--- src/rtl/d2_uop_sequencer.sv ---
// rtl/d2_uop_sequencer.sv - second decode stage: expands one instruction into 1..MAX_UOPS micro-ops
//
// Purpose: holds one decoded instruction and emits its micro-ops one per cycle,
//   with register fields, a format-specific immediate, source chaining across
//   sub-uops, an end-of-instruction mark and flush support.
// Ports:
//   clk, rst (async active-low), flush
//   in_valid/in_ready handshake with pc_in, exception_in, uop_count,
//     opcode_format, instruction_in
//   out_valid/out_ready handshake with uop, uop_idx, eoi, dr, sr1, sr2, imm,
//     use_imm, pc_out, exception_out
module d2_uop_sequencer #(
  parameter  int XLEN     = 32,
  parameter  int REG_W    = 5,
  parameter  int MAX_UOPS = 4,
  localparam int CNT_W    = $clog2(MAX_UOPS)
) (
  input  logic             clk,
  input  logic             rst,
  input  logic             flush,
  input  logic             in_valid,
  output logic             in_ready,
  input  logic [XLEN-1:0]  pc_in,
  input  logic             exception_in,
  input  logic [CNT_W-1:0] uop_count,
  input  logic [4:0]       opcode_format,
  input  logic [31:0]      instruction_in,
  output logic             out_valid,
  input  logic             out_ready,
  output logic [31:0]      uop,
  output logic [CNT_W-1:0] uop_idx,
  output logic             eoi,
  output logic [REG_W-1:0] dr,
  output logic [REG_W-1:0] sr1,
  output logic [REG_W-1:0] sr2,
  output logic [XLEN-1:0]  imm,
  output logic             use_imm,
  output logic [XLEN-1:0]  pc_out,
  output logic             exception_out
);

  typedef enum logic {EMPTY = 1'b0, EXPAND = 1'b1} state_t;

  localparam logic [4:0] FMT_R = 5'd0;
  localparam logic [4:0] FMT_I = 5'd1;
  localparam logic [4:0] FMT_S = 5'd2;
  localparam logic [4:0] FMT_B = 5'd3;
  localparam logic [4:0] FMT_U = 5'd4;
  localparam logic [4:0] FMT_J = 5'd5;

  state_t           state_q, state_d;
  logic [CNT_W-1:0] idx_q, idx_d;
  logic [CNT_W-1:0] last_q;
  logic [31:0]      instr_q;
  logic [XLEN-1:0]  pc_q;
  logic [4:0]       fmt_q;
  logic             exc_q;

  logic             at_last;
  logic             accept;
  logic             xfer;
  logic             in_illegal;
  logic             held_illegal;
  logic [31:0]      imm32;

  assign at_last      = (idx_q == last_q);
  assign in_illegal   = (opcode_format > FMT_J);
  assign held_illegal = (fmt_q > FMT_J);

  // A new instruction may enter while the last uop of the current one leaves.
  assign in_ready  = rst && !flush && ((state_q == EMPTY) || (out_ready && at_last));
  assign out_valid = (state_q == EXPAND);
  assign accept    = in_valid && in_ready;
  assign xfer      = out_valid && out_ready;

  always_comb begin
    state_d = state_q;
    idx_d   = idx_q;
    if (flush) begin
      state_d = EMPTY;
      idx_d   = '0;
    end else if (accept) begin
      state_d = EXPAND;
      idx_d   = '0;
    end else if (xfer) begin
      if (!at_last) begin
        idx_d = idx_q + CNT_W'(1);
      end else begin
        state_d = EMPTY;
        idx_d   = '0;
      end
    end
  end

  always_ff @(posedge clk or negedge rst) begin
    if (!rst) begin
      state_q <= EMPTY;
      idx_q   <= '0;
      last_q  <= '0;
      instr_q <= '0;
      pc_q    <= '0;
      fmt_q   <= '0;
      exc_q   <= 1'b0;
    end else begin
      state_q <= state_d;
      idx_q   <= idx_d;
      if (accept) begin
        instr_q <= instruction_in;
        pc_q    <= pc_in;
        fmt_q   <= opcode_format;
        exc_q   <= exception_in;
        // Faulting or illegal instructions collapse to a single uop.
        last_q  <= (exception_in || in_illegal) ? '0 : uop_count;
      end
    end
  end

  always_comb begin
    imm32 = '0;
    case (fmt_q)
      FMT_I:   imm32 = {{20{instr_q[31]}}, instr_q[31:20]};
      FMT_S:   imm32 = {{20{instr_q[31]}}, instr_q[31:25], instr_q[11:7]};
      FMT_B:   imm32 = {{19{instr_q[31]}}, instr_q[31], instr_q[7], instr_q[30:25],
                        instr_q[11:8], 1'b0};
      FMT_U:   imm32 = {instr_q[31:12], 12'b0};
      FMT_J:   imm32 = {{11{instr_q[31]}}, instr_q[31], instr_q[19:12], instr_q[20],
                        instr_q[30:21], 1'b0};
      default: imm32 = '0;
    endcase
  end

  assign imm     = XLEN'($signed(imm32));
  assign use_imm = out_valid && (fmt_q != FMT_R) && !held_illegal;

  assign uop     = instr_q;
  assign uop_idx = idx_q;
  assign pc_out  = pc_q;
  assign dr      = REG_W'(instr_q[11:7]);
  assign sr2     = REG_W'(instr_q[24:20]);
  // Later sub-uops consume the result of the previous sub-uop.
  assign sr1     = (idx_q != '0) ? REG_W'(instr_q[11:7]) : REG_W'(instr_q[19:15]);

  assign eoi           = out_valid && at_last;
  assign exception_out = out_valid && (exc_q || held_illegal);

endmodule

--- config.mk ---
export PLATFORM = sky130hd
export DESIGN_NAME = d2_uop_sequencer
export DESIGN_NICKNAME = d
export VERILOG_FILES = /design/src/rtl/d2_uop_sequencer.sv
export SDC_FILE = /design/constraint.sdc
export NUM_CORES = 1
export LEC_CHECK = 0
export CORE_MARGIN = 10
export CORE_UTILIZATION = 40
export DETAILED_ROUTE_END_ITERATION = 10
export GPL_ROUTABILITY_DRIVEN = 0
export PLACE_DENSITY = 0.87
export SLEW_MARGIN = 20
export SYNTH_ARGS = -nofsm -noshare
export SYNTH_HDL_FRONTEND = slang
export SYNTH_SLANG_ARGS = --single-unit
export TNS_END_PERCENT = 100
--- constraint.sdc ---
create_clock -name clk -period 2.5 [get_ports clk]
set_input_delay 0.5 -clock clk [delete_from_list [all_inputs] [get_ports clk]]
set_output_delay 0.5 -clock clk [all_outputs]
set_load 0.005 [all_outputs]
Yosys cells after proc, flatten, opt, wreduce, memory -nomap -nowiden
Cells that the tools add are included.
Word-level totals
  register bits after elaboration: 75
  input bits: 77
  output and inout bits: 118
  word-level logic and storage cells: 47
Operators by class
  add/sub/neg operators: 1
  order comparisons: 2
  equality and inequality tests: 6
  muxes and demuxes: 11
  bitwise logic cells: 1
  reduce and logical (&&, ||, !) cells: 19
Operator list (count)
  $pmux W32 S5: 1
  $eq A5 B2 Y1 const B: 2
  $eq A5 B3 Y1 const B: 2
  $gt A5 B3 Y1 const B: 2
  $mux W2: 5
  $logic_and A1 B1 Y1: 9
  $reduce_bool A3 Y1: 2
  $eq A5 B1 Y1 const B: 1
  $mux W5: 1
  $reduce_bool A5 Y1: 1
  $mux W1: 4
  $logic_or A1 B1 Y1: 3
  $add A2 B1 Y2 const B: 1
  $eq A2 B2 Y1: 1
  $logic_not A1 Y1: 2
  $reduce_and A2 Y1: 1
  $reduce_bool A2 Y1: 1
  $not A1 Y1: 1

Longest topological paths before layout
  depth in word-level cells: 7
  depth in mapped cells: 6

Worst setup path before layout
OpenSTA, ideal clock, no wires.
  path type: reg-to-reg
  start point: register idx_q[1] (netlist: uop_idx[1])
  end point: register fmt_q[4]
  data arrival time: 1.713 ns
  required time: 2.375 ns
  slack: 0.662 ns
  cell stages (with the launch flop): 7
  buffers on the path: 2
  clock period less this slack: 1.838 ns
  path through: dfrtp_1 -> xor2_1 -> o31ai_2 -> and4b_1 -> buf_12 -> buf_12 -> mux2_4
On the way
  longest elaborated chain between the ends: 5
RTL lines
  start, declared: RTL line 52  | logic [CNT_W-1:0] idx_q, idx_d;
  start signal, assigned: RTL line 106  | idx_q <= idx_d;
  $eq A2 B2 Y1: RTL line 66  | assign at_last = (idx_q == last_q);
  $logic_and A1 B1 Y1: RTL line 71  | assign in_ready = rst && !flush && ((state_q == EMPTY) || (out_ready && at_last));
  $logic_or A1 B1 Y1: RTL line 71
  $logic_and A1 B1 Y1: RTL line 71
  $logic_and A1 B1 Y1: RTL line 73  | assign accept = in_valid && in_ready;
  end signal, assigned: RTL line 110  | fmt_q <= opcode_format;
  end, declared: RTL line 56  | logic [4:0] fmt_q;
No other way between the ends.
A chain may end at the register's enable or synchronous reset.

Worst setup path in the final report
  start point: register fmt_q[3]
  end point: output imm[10]
On the way
  longest elaborated chain between the ends: 2
  elaborated cells between the ends (all ways): 6
RTL lines
  $eq A5 B3 Y1 (tied with other cells): RTL line 120  | case (fmt_q)
  $pmux W32 S5 *: RTL line 120
  end, declared: RTL line 36  | output logic [XLEN-1:0] imm,
Every way passes the cells marked *; elsewhere a longest branch is shown, timed or not.

==> reports/results.ini <==
[clock_network]
htreeDepth=3
clockBufferDepth=2
cts.sinks=75
clkLatencyLatePin_ns=0.34
numCtsBuffers=9
clk_pin_slew_ns=0.09
cts_tree=built
root_buffer=clkbuf_8

[yosys]
ys_warn_count=0
syn_area_um2=3780
post_synth_main_area_contributors=dfrtp_1 (50%), mux2_4 (26%), buf_12 (4.2%)
yosysUniqueCellTypes=37
syn_inst=261
synth_fa_ha_area_share_pct=0.331
muxShareOfSynthArea_pct=29.5
yosys.area.top_type=dfrtp_1
synth_top_cell_area_share_pct=49.7
avgSynthCellArea_um2=14.5
synthTopCellsByCount=dfrtp_1 (75), mux2_4 (66), a21o_1 (19)
syn-num-nets=339
synth.most_common_cell=dfrtp_1
ys.flop_type=dfrtp_1
ys_seq_area_share_pct=49.7
synth_top_family_by_area=multiplexers
synthXorXnorAreaFrac_pct=0.464
synth-compound-area-share_pct=6.69
postSynth.asyncResetShare_pct=100
synth_seq_cells=75
synth_edf_count=0
synthSimpleGateAreaFrac_pct=6.00

[worst_setup_path]
worst-path-max-fanout=6
crit_slowest_cell=clkdlybuf4s50_1
critPathLaunch=fmt_q[3]
reg2regPathDepth=5
r2r_start=uop_idx[0]
max_stage_delay_ns=0.50
critical_path_class=register to primary output
endpoint_kind=primary output
cp_cell_sequence=or2_4 > nor2_4 > and2_1 > clkdlybuf4s50_1
crit_buf_inv=1
start_kind=register
cp_data_required_time_ns=2.00
r2r_slack_ns=0.48
arrival_ns=1.91
r2r_end=pc_out[0]
crit_family=simple AND/OR/NAND/NOR gates

[worst_hold_path]
min_path_type=register to register
hold_start=pc_out[0]
hold_depth=1
hold_end=pc_out[0]

[pwr]
p_sw_share_pct=29.2
leakagePower_nw=2.89
share_comb_of_total_power_pct=41.5
seqPwrFrac_pct=39.3
p_int_mw=3.14
power_mw=4.43
cellPowerDensity_nw_per_um2=722
power_frac_clock_pct=19.2
p_sw_mw=1.29
vdd_ir_drop_max_mv=0.333

[grt]
grt_pass1_vias=3168
grt_overflow=0
grt_pass1_wl_um=17700
track_usage_pct=16.6
antenna_found_initial=0
grt_max_degree=66

[final_layout]
area_delta_synth_final_pct=62.5
drive_above_1_share_pct=29.4
n_antenna_cell=0
final_util_pct=66.7
nets=552

[timing]
relSlewSlack_pct=46.0
maxSlewViolCount=0
skew_ns=0.0110
worst_pin_slew_ns=0.810
fmax_ghz=0.416
fin_hold_ws_ns=0.511
min_period_ns=2.41
finalSetupViolCount=0
setup_ws_ns=0.0934
timing_hold_violations_final=0
fin_crit_sh_pct=96.3

[detailed_routing]
wire_per_inst_um=19.9
drc_errors=0
vias=2892
first_pass_iters=4
drt_iter0_drc=141
ant_nets=0
viasPerCell=4.90
drt-total-wl_um=11700

[placed_design]
dp_slack_ns=-0.0596
dp_hpwl_um=9200
numPortBuffers=194

[job]
cap_violations=0

[floorplanning]
io_pins=195
dieArea_um2=13700
die_width_um=117
rows=35
die_y_um=117
coreArea_um2=9200
initial_utilization_pct=41.1

[status]
status=finished, final reports clean

==> sequential cells by signal (all words and copies together) (netlist names) <==
signal,flops
exc_q,1
fmt_q,5
uop,32
pc_out,32
out_valid,1
last_q,2
uop_idx,2
==> cells by family after synthesis <==
kind of cell / after synthesis
AO/OA/AOI/OAI: 34
XOR/XNOR: 2
adder cells (fa/ha/maj): 1
buffers and inverters: 29
flip-flops: 75
multiplexers: 77
AND/OR/NAND/NOR: 43
==> per-layer routing <==
| layer | up-vias | track usage, % | wire length (um) |
|---|---|---|---|
| li1 | 1330 | - | - |
| met1 | 1446 | 18.5 | 4480 |
| met2 | 104 | 30.2 | 6300 |
| met3 | 12 | 4.43 | 805 |
| met4 | 0 | 4.94 | 163 |
| met5 | - | 0 | 0 |
==> power groups by stage <==
stage	Clock [mW]	Sequential (mW)	Combinational, mW
finish	0.851	1.74	1.84
global route	0.935	1.79	1.96
CTS	0.884	1.75	1.82
detailed placement	0	1.75	1.79
global placement	0	1.74	1.74
floorplan	0	1.71	0.731
==> how the worst max path moves through the flow <==
| stage | to | depth (start not counted) | slack [ns] |
|---|---|---|---|
| floorplan | fmt_q[4] | 6 | 0.66 |
| global placement | in_ready | 5 | -0.04 |
| detailed placement | in_ready | 5 | -0.06 |
| CTS | imm[20] | 6 | -0.02 |
| global route | imm[28] | 8 | -0.004 |
| finish | imm[10] | 4 | 0.09 |
==> cell type report <==
| class | count | area (um2) |
|---|---|---|
| clock buffer | 9 | 124 |
| sequential | 75 | 1880 |
| inverter | 5 | 18.8 |
| clock inverter | 7 | 58.8 |
| fill | 701 | 3060 |
| multi-input combinational | 157 | 1710 |
| tap | 111 | 139 |
| timing repair buffer | 226 | 2210 |
==> cell usage in the layout (no fill, tap or decap), drive strengths merged, types with 8 or more instances in the layout <==
cell type / netlist / final
dfrtp: 75 / 75
inv: 5 / 8
buf: 20 / 32
nand2: 8 / 8
a21o: 19 / 19
dlygate4sd2: 0 / 12
nor2: 12 / 12
mux2: 75 / 75
clkbuf: 4 / 13
clkdlybuf4s50: 0 / 172
==> timing repair <==
item,CTS,global route
endpoints found under the hold margin,4,0
endpoints found under the setup margin,28,19
hold buffers,1,0
pin swaps,5,5
gates resized for setup,36,22
buffers inserted,11,5
gates cloned,1,0
==> stage by stage <==
stage / cell area (um2) / setup TNS [ns] / cells
after global routing: 6140 / -0.00356 / 590
after CTS: 6070 / -0.0200 / 585
after global placement: 5740 / -0.0381 / 556
after floorplan: 3780 / 0 / 261
final: 6140 / 0 / 590
after detailed placement: 5740 / -0.0596 / 556
(Power assumes the default switching activity.)
